### src/rtl/mmio_responder_if.sv
// mmio_responder_if
//  Processor data-memory bus as seen by I/O responders.
//  address : word address from processor
//  data    : write data
//  wren    : write strobe, valid with address
//  rden    : read strobe, gates read side effects
//  q       : registered read data (latency 1)
//  hit     : registered, previous-cycle address was inside the responder window
interface mmio_responder_if;
  logic [11:0] address;
  logic [31:0] data;
  logic        wren;
  logic        rden;
  logic [31:0] q;
  logic        hit;

  modport master (output address, data, wren, rden, input q, hit);
  modport slave  (input address, data, wren, rden, output q, hit);
endinterface

### src/rtl/mmio_responder.sv
// mmio_responder
//  16-word I/O window on the data-memory bus: 8-bit key-code FIFO fed by the
//  keyboard receiver, programmable frame-tick timer and LED register.
//  The top level muxes q_dmem with bus.q when bus.hit=1.
// Ports
//  clock      : system clock, all state on rising edge
//  reset      : asynchronous active-low, clears all state
//  bus        : processor bus (slave side), see mmio_responder_if
//  key_valid  : one-cycle push strobe from keyboard receiver
//  key_code   : scancode, valid with key_valid
//  led        : LED register
//  tick_pulse : one-cycle pulse per timer period
// Register map (offset = address[3:0]), unlisted offsets read 0:
//  0 KEY_DATA  RO    {23'b0, nonempty, head}; read pops when nonempty
//  1 KEY_STAT  R/W1C {16'b0, overflow, full, empty, 5'b0, count[7:0]}
//  2 TICK_COUNT R/W  any write clears
//  3 TICK_PER  RW    write also restarts the prescaler
//  4 LED       RW    led = data[9:0]
module mmio_responder #(
  parameter logic [11:0] IO_BASE    = 12'hFF0,
  parameter int unsigned FIFO_DEPTH = 8,
  parameter int unsigned TICK_W     = 24
) (
  input  logic              clock,
  input  logic              reset,
  mmio_responder_if.slave   bus,
  input  logic              key_valid,
  input  logic [7:0]        key_code,
  output logic [9:0]        led,
  output logic              tick_pulse
);

  localparam int unsigned PW = $clog2(FIFO_DEPTH);
  localparam int unsigned CW = PW + 1;

  logic [7:0]        mem [FIFO_DEPTH];
  logic [PW-1:0]     rd_ptr, wr_ptr;
  logic [CW-1:0]     count;
  logic              overflow;
  logic [TICK_W-1:0] tick_period;
  logic [TICK_W-1:0] prescaler;
  logic [31:0]       tick_count;

  logic        in_win, wr_acc, rd_acc;
  logic [3:0]  offset;
  logic        empty, full, pop, push_ok, ovf_set;
  logic        write_per, write_cnt, tick_fire;
  logic [7:0]  count8;
  logic [31:0] rdata;
  logic        unused_data;

  assign in_win  = (bus.address[11:4] == IO_BASE[11:4]);
  assign offset  = bus.address[3:0];
  assign wr_acc  = in_win & bus.wren;
  // write wins over a simultaneous read, so a write never pops
  assign rd_acc  = in_win & bus.rden & ~bus.wren;

  assign empty   = (count == '0);
  assign full    = (count == CW'(FIFO_DEPTH));
  assign pop     = rd_acc && (offset == 4'd0) && !empty;
  // a pop in the same cycle frees the slot, so a push into a full FIFO still lands
  assign push_ok = key_valid && (!full || pop);
  assign ovf_set = key_valid && full && !pop;
  assign count8  = 8'(count);

  assign write_per = wr_acc && (offset == 4'd3);
  assign write_cnt = wr_acc && (offset == 4'd2);
  // a period write restarts the timer, so it also suppresses a tick due that cycle
  assign tick_fire = (tick_period != '0) && (prescaler == tick_period - TICK_W'(1)) && !write_per;

  assign unused_data = ^bus.data;

  // read data is taken from the pre-update state of this cycle
  always_comb begin
    rdata = '0;
    unique case (offset)
      4'd0:    rdata = empty ? '0 : {23'b0, 1'b1, mem[rd_ptr]};
      4'd1:    rdata = {16'b0, overflow, full, empty, 5'b0, count8};
      4'd2:    rdata = tick_count;
      4'd3:    rdata = 32'(tick_period);
      4'd4:    rdata = {22'b0, led};
      default: rdata = '0;
    endcase
  end

  always_ff @(posedge clock or negedge reset) begin
    if (!reset) begin
      bus.q   <= '0;
      bus.hit <= 1'b0;
      led     <= '0;
    end else begin
      bus.q   <= rd_acc ? rdata : '0;
      bus.hit <= in_win;
      if (wr_acc && (offset == 4'd4)) led <= bus.data[9:0];
    end
  end

  // storage needs no reset: entries are only visible while count says they are valid
  always_ff @(posedge clock) begin
    if (push_ok) mem[wr_ptr] <= key_code;
  end

  always_ff @(posedge clock or negedge reset) begin
    if (!reset) begin
      rd_ptr   <= '0;
      wr_ptr   <= '0;
      count    <= '0;
      overflow <= 1'b0;
    end else begin
      if (push_ok) wr_ptr <= wr_ptr + PW'(1);
      if (pop)     rd_ptr <= rd_ptr + PW'(1);
      unique case ({push_ok, pop})
        2'b10:   count <= count + CW'(1);
        2'b01:   count <= count - CW'(1);
        default: count <= count;
      endcase
      if (ovf_set)
        overflow <= 1'b1;
      else if (wr_acc && (offset == 4'd1) && bus.data[15])
        overflow <= 1'b0;
    end
  end

  always_ff @(posedge clock or negedge reset) begin
    if (!reset) begin
      tick_period <= '0;
      prescaler   <= '0;
      tick_count  <= '0;
      tick_pulse  <= 1'b0;
    end else begin
      tick_pulse <= tick_fire;
      if (write_per) tick_period <= bus.data[TICK_W-1:0];
      if (write_per || tick_period == '0 || tick_fire)
        prescaler <= '0;
      else
        prescaler <= prescaler + TICK_W'(1);
      if (write_cnt)
        tick_count <= '0;
      else if (tick_fire)
        tick_count <= tick_count + 32'd1;
    end
  end

endmodule
### src/flat_wrapper.sv
// flat-port wrapper written by rule: the top's interface ports become plain ports
module mmio_responder_flat 
#(
  parameter logic [11:0] IO_BASE    = 12'hFF0,
  parameter int unsigned FIFO_DEPTH = 8,
  parameter int unsigned TICK_W     = 24
)
  (clock, reset, key_valid, key_code, led, tick_pulse, bus_address, bus_data, bus_wren, bus_rden, bus_q, bus_hit);
  mmio_responder_if bus_i ();
  input  logic clock;
  input  logic reset;
  input  logic key_valid;
  input  logic [7:0] key_code;
  output logic [9:0] led;
  output logic tick_pulse;
  input wire logic [$bits(bus_i.address)-1:0] bus_address;
  input wire logic [$bits(bus_i.data)-1:0] bus_data;
  input wire logic [$bits(bus_i.wren)-1:0] bus_wren;
  input wire logic [$bits(bus_i.rden)-1:0] bus_rden;
  output wire logic [$bits(bus_i.q)-1:0] bus_q;
  output wire logic [$bits(bus_i.hit)-1:0] bus_hit;
  assign bus_i.address = bus_address;
  assign bus_i.data = bus_data;
  assign bus_i.wren = bus_wren;
  assign bus_i.rden = bus_rden;
  assign bus_q = bus_i.q;
  assign bus_hit = bus_i.hit;
  mmio_responder #(.IO_BASE(IO_BASE), .FIFO_DEPTH(FIFO_DEPTH), .TICK_W(TICK_W)) u_core (.clock(clock), .reset(reset), .bus(bus_i), .key_valid(key_valid), .key_code(key_code), .led(led), .tick_pulse(tick_pulse));
endmodule
### config.mk
export PLATFORM = sky130hd
export DESIGN_NAME = mmio_responder_flat
export DESIGN_NICKNAME = d
export VERILOG_FILES = /design/src/rtl/mmio_responder_if.sv /design/src/rtl/mmio_responder.sv /design/src/flat_wrapper.sv
export SDC_FILE = /design/constraint.sdc
export NUM_CORES = 1
export LEC_CHECK = 0
export ABC_AREA = 1
export BUFFER_PORTS_ARGS = -buffer_cell sky130_fd_sc_hd__buf_2
export CAP_MARGIN = 20
export CORE_ASPECT_RATIO = 0.6
export CORE_MARGIN = 4
export CORE_UTILIZATION = 45
export DETAILED_ROUTE_END_ITERATION = 16
export PLACE_DENSITY = 0.72
export SLEW_MARGIN = 20
export SYNTH_ARGS = -nofsm -noshare
export SYNTH_HDL_FRONTEND = slang
export SYNTH_SLANG_ARGS = --single-unit
### constraint.sdc
create_clock -name clock -period 2.4 [get_ports clock]
set_input_delay 0.48 -clock clock [delete_from_list [all_inputs] [get_ports clock]]
set_output_delay 0.48 -clock clock [all_outputs]
set_load 0.1 [all_outputs]
# == Word-level counts from Yosys, hierarchy flattened ==
# Memories as Yosys holds them, arrays and structs flattened.
# Index checks and enable logic that the tools add are counted.
# classes
n_reduce_logical,26
mux,11
bitwise,4
n_addsub,7
n_eq_ne,9
# ops
cell,n
$pmux W32 S5,1
$mux W32,3
$add A32 B1 Y32 const B,1
$add A24 B1 Y24 const B,1
$eq A24 B24 Y1,1
$logic_not A24 Y1,1
$mux W24,1
$reduce_bool A24 Y1,1
$sub A24 B1 Y24 const B,1
$logic_and A1 B1 Y1,12
$mux W9,1
$eq A4 B2 Y1 const B,2
$eq A8 B8 Y1 const B,1
$logic_not A4 Y1,2
$pmux W4 S2,1
$add A3 B1 Y3 const B,2
$reduce_bool A2 Y1,3
$add A4 B1 Y4 const B,1
$eq A4 B1 Y1 const B,1
$eq A4 B3 Y1 const B,1
$eq A4 B4 Y1 const B,1
$logic_not A1 Y1,4
$mux W1,4
$sub A4 B1 Y4 const B,1
other kinds (5),9
# totals
elab_cells,69
register_bits,135
inputBits,57
out_inout_bits,44
ramBits,64
mem_count,1
# memory_table
name,words,word_bits,rd,rd_clocked_by_memory_dff,wr,line_no,text
u_core.mem,8,8,1,0,1,mmio_responder.sv:36,logic [7:0] mem [FIFO_DEPTH];

# == Depth between registers and ports, before layout ==
# logic_depth
word_depth,9
mapped_depth,18

# == Least setup slack after synthesis ==
# OpenSTA, ideal clock, no wires.
# synth_path
path_kind,in2reg
startpoint,input port bus_address[2]
endpoint,memory u_core.mem[4][0] (enable)
path_slack_ns,-0.272
t_required_ns,2.030
arrival_ns,2.301
path_buffers,0
stages,12
cell_sequence,nor2_2 > inv_1 > nor2_1 > inv_1 > nor2_2 > inv_2 > nor2_4 > inv_2 > a21oi_4 > inv_2 > or2_2 > nor2_1
# synth_via
elab_chain_len,7
# synth_lines
element,line_no,text
from (decl),flat_wrapper.sv:16,input wire logic [$bits(bus_i.address)-1:0] bus_address;
$logic_not A4 Y1,mmio_responder.sv:60,assign pop = rd_acc && (offset == 4'd0) && !empty;
$logic_and A1 B1 Y1 (2 in a row),mmio_responder.sv:60,
$logic_or A1 B1 Y1,mmio_responder.sv:62,assign push_ok = key_valid && (!full || pop);
$logic_and A1 B1 Y1,mmio_responder.sv:62,
$mux W1,mmio_responder.sv:100,if (push_ok) mem[wr_ptr] <= key_code;
$mux W1 (not written as such),mmio_responder.sv:100,
to (decl),mmio_responder.sv:36,
# Every way passes these cells.

# == Worst setup path in the final report ==
# layout_path
startpoint,register u_core.tick_period[3]
endpoint,register u_core.tick_count[31]
# layout_via
elab_chain_len,5
word_cells_on_any_way,6
cone_classes,1 x add/sub; 1 x eq/ne; 4 x reduce/logical
# layout_lines
element,line_no,text
from (decl),mmio_responder.sv:40,logic [TICK_W-1:0] tick_period;
from (signal assigned),mmio_responder.sv:132,if (write_per) tick_period <= bus.data[TICK_W-1:0];
$sub A24 B1 Y24,mmio_responder.sv:69,assign tick_fire = (tick_period != '0) && (prescaler == tick_period - TICK_W'(1)) && !write_per;
$eq A24 B24 Y1,mmio_responder.sv:69,
$logic_and A1 B1 Y1 (*) (2 in a row),mmio_responder.sv:69,
$reduce_bool A2 Y1 (no line) (*),--,
to (signal assigned),mmio_responder.sv:140,tick_count <= tick_count + 32'd1;
to (decl),mmio_responder.sv:42,logic [31:0] tick_count;
# Every way passes the cells marked *; elsewhere a longest branch is shown, timed or not.
# A chain may end at the register's enable or synchronous reset.

==> reports/results.tsv <==
stage	metric	value	unit
grt	vias in the first global route	9340	
finish	Final Util	57.8	%
critical_path	CP bufs+invs	2	
grt	largest net degree at the start of global routing	50	
grt	grt ovf	0	
timing	max_slew headroom	52.5	%
floorplan	area of the die	0.0264	mm^2
finish	fin nets	1572	
logic_synthesis	YS warnings	0	
critical_path	Critical Path End Type	flop	
clocking	TritonCTS Buffers	17	
clocking	Sinks on Clock Net	199	
critical_path	Worst setup SP type	flop	
timing	hold_ws	0.228	ns
critical_path	critical path type	reg2reg	
finish	most frequent cells in the layout	nand2_1 (308), nor2_1 (178), inv_1 (125), dfrtp_1 (125), buf_4 (116)	
critical_path	worst-path cell chain	nor2_4 > nand2_4 > nor2_4 > nand2_2 > xor2_2 > nand2_1 > nor2_1 > nand3_2 > nor2_4 > buf_4 > nand2_4 > buf_12 > nand2_2 > nand2_1 > a21oi_2	
logic_synthesis	Mapped Cells	1302	
placement	IO Port Bufs	92	
timing	fin crit period	2.46	ns
logic_synthesis	Synthesized Nets	1368	
clocking	CTS Buffer Depth	2	
pwr	maximum VDD drop	0.000435	V
pwr	power after layout	7.77	mW
finish	share of layout cells above drive strength 1	24.5	%
critical_path	Crit path top cell by count	nor2_4	
detailed_routing	final wirelength	32100	um
pwr	pwr/cell area	578	mW/mm^2
clocking	clock slew at reported path FFs	0.07	ns
floorplan	I/O pin cnt	101	
critical_path	CP max FO	10	
logic_synthesis	Post-synth ARST share	67.8	%
grt	total track usage	23.9	%
logic_synthesis	Synth Register Bits	199	
timing	Fin Clk Skew	0.0123	ns
clocking	H-tree Lvls	4	
timing	Fmax	0.406	GHz
timing	worst slew pin tran	0.705	ns
hold_path	worst hold path depth	3	
detailed_routing	Antenna Nets Post-Route	0	
clocking	CTS tree	yes	
floorplan	row count	43	
floorplan	Initial Util	46.1	%
outcome	status	finished, violations left	
run	Max-Cap Viols	0	
logic_synthesis	Avg Inst Size Synth	8.23	um^2
critical_path	worst path arrival time	2.85	ns
logic_synthesis	netlist area before placement	0.0107	mm^2
clocking	CTS Root Cell	clkbuf_16	
grt	initial antenna violation count	2	
critical_path	CP max-delay cell	dfrtp_2	
timing	Fin Setup TNS	-0.155	ns
logic_synthesis	Post-synth EDFFs	64	
outcome	failing checks	negative setup slack	
timing	Hold Violations, Final	0	
logic_synthesis	Unique masters post-synth	46	
logic_synthesis	sequential element share of the synthesized area	49.5	%
critical_path	CP peak stage delay	0.48	ns
timing	RSZ-0062 raised after global routing	yes	
critical_path	Critical Path RT	2.78	ns
clocking	clk_lat worst skew	0.45	ns
detailed_routing	vias per inst	5.47	
hold_path	Hold Path Class	in2reg	
detailed_routing	DRT iter0 DRCs	1117	
logic_synthesis	Synth Flop Type	dfrtp_1	
finish	P&R area growth vs syn	25.5	%
timing	period utilization	103	%
detailed_routing	vias post-DR	10000	
floorplan	Die H	128	um
critical_path	R2R depth	15	
detailed_routing	DRC viols	0	
grt	first-pass GRT wire length	49900	um
placement	pre-CTS WS	-0.124	ns
timing	Pins Over Slew Limit	0	
placement	hpwl dp	23600	um
floorplan	die extent in x	207	um
placement	Final Wtd Congestion	0.958	
critical_path	Levels on crit path	15	
finish	most common cell after layout, fill and taps aside	nand2_1	
detailed_routing	router iterations before antenna repair	6	
timing	Worst Setup Slack, final	-0.0631	ns
detailed_routing	wire per inst	17.5	um
pwr	leak pwr	6.38	nW
critical_path	kind of cell adding the most delay to the critical path	simple AND/OR/NAND/NOR gates	
floorplan	Core ar.	0.0232	mm^2
timing	Final Setup Violations	8	
through the flow:
step	instances	area, um^2
2_1_floorplan	1302	10700
3_3_place_gp	1789	12400
3_5_place_dp	1789	12400
4_1_cts	1829	13100
5_1_grt	1836	13400
6_report	1836	13400
final cells by class:
cell class | instances | area, um^2
fill | 2060 | 9800
sequential | 199 | 5310
multi-input combinational | 929 | 5030
timing repair buffer | 224 | 1650
inverter | 135 | 507
clock buffer | 21 | 462
tap | 315 | 394
clock inverter | 11 | 87.6
antenna | 2 | 5.00
power breakdown:
group | leakage, nW | total (mW) | internal (mW) | switching, mW
combinational | 3.88 | 1.06 | 0.449 | 0.613
clock | 0.271 | 2.74 | 1.41 | 1.33
sequential | 2.23 | 3.97 | 3.78 | 0.186
worst min-delay path, stage by stage:
cell     delay [ns]
buf_2          0.07
nand2_1        0.04
nand2_1        0.05
synthesized netlist by cell type (3+ instances only):
cell type	instances	area share (%)
mux2i_1	12	1.1
o211ai_1	4	0.28
a221oi_1	8	0.65
nand4_1	45	2.6
nor3b_1	3	0.21
nor3_1	33	1.5
nand2_2	5	0.29
inv_2	6	0.21
o32ai_1	4	0.33
ha_1	8	0.93
or2_2	3	0.18
a21oi_1	41	1.9
xor2_1	38	3.1
nor2_1	207	7.3
nor2_4	5	0.53
buf_2	7	0.33
nor4_1	10	0.58
o21ai_0	26	1.2
nand2_1	320	11
dfrtp_1	135	32
inv_1	127	4.5
nand3_1	79	3.7
mux2_2	10	1.1
nor2_2	7	0.41
clkbuf_1	24	0.84
a31oi_1	8	0.47
edfxtp_1	64	18
o221ai_1	12	0.98
nand3b_1	10	0.70
xnor2_1	18	1.5
routing by layer:
metal  routed length (um)  GRT usage (%)
met3                 3130           5.99
met4                  544           5.01
met5                    0              0
met2                13900           35.7
met1                14500           35.5
final timing paths:
kind	start	end	slack (ns)
worst max-delay path	u_core.tick_period[3]	u_core.tick_count[31]	-0.06
worst min-delay path	bus_data[10]	u_core.tick_period[10]	0.23
worst max register to register	u_core.tick_period[3]	u_core.tick_count[31]	-0.06
worst min register to register	u_core.prescaler[0]	u_core.prescaler[0]	0.50
max in group asynchronous	reset	u_core.tick_count[17]	1.19
min in group asynchronous	reset	u_core.prescaler[3]	0.54
cell families after synthesis:
group           Yosys count  synth area share [%]
buf+inv                 174                  6.41
mux                      22                  2.17
simple gates            732                  29.8
compound gates          110                  6.45
flops                   199                  49.5
xor+xnor                 56                  4.58
fa+ha+maj                 9                  1.12
timing repair:
| action | in CTS | in global routing |
|---|---|---|
| setup buffers | 6 | 3 |
| pin swaps | 10 | 12 |
| endpoints found under the hold margin | 45 | 0 |
| gates resized for setup | 32 | 57 |
| gates cloned | 1 | 2 |
| hold buffers | 1 | 0 |
| setup endpoints to repair | 53 | 58 |
state kept, by name (all words and copies together), names as in the netlist:
register and cells:
u_core.led 10, u_core.wr_ptr 3, u_core.count 4, u_core.prescaler 24, u_core.tick_pulse 1, u_core.bus.hit 1
u_core.rd_ptr 3, u_core.overflow 1, u_core.tick_count 32, u_core.mem 64, u_core.tick_period 24, u_core.bus.q 32
Note: power is estimated with default switching activity, not from simulation.
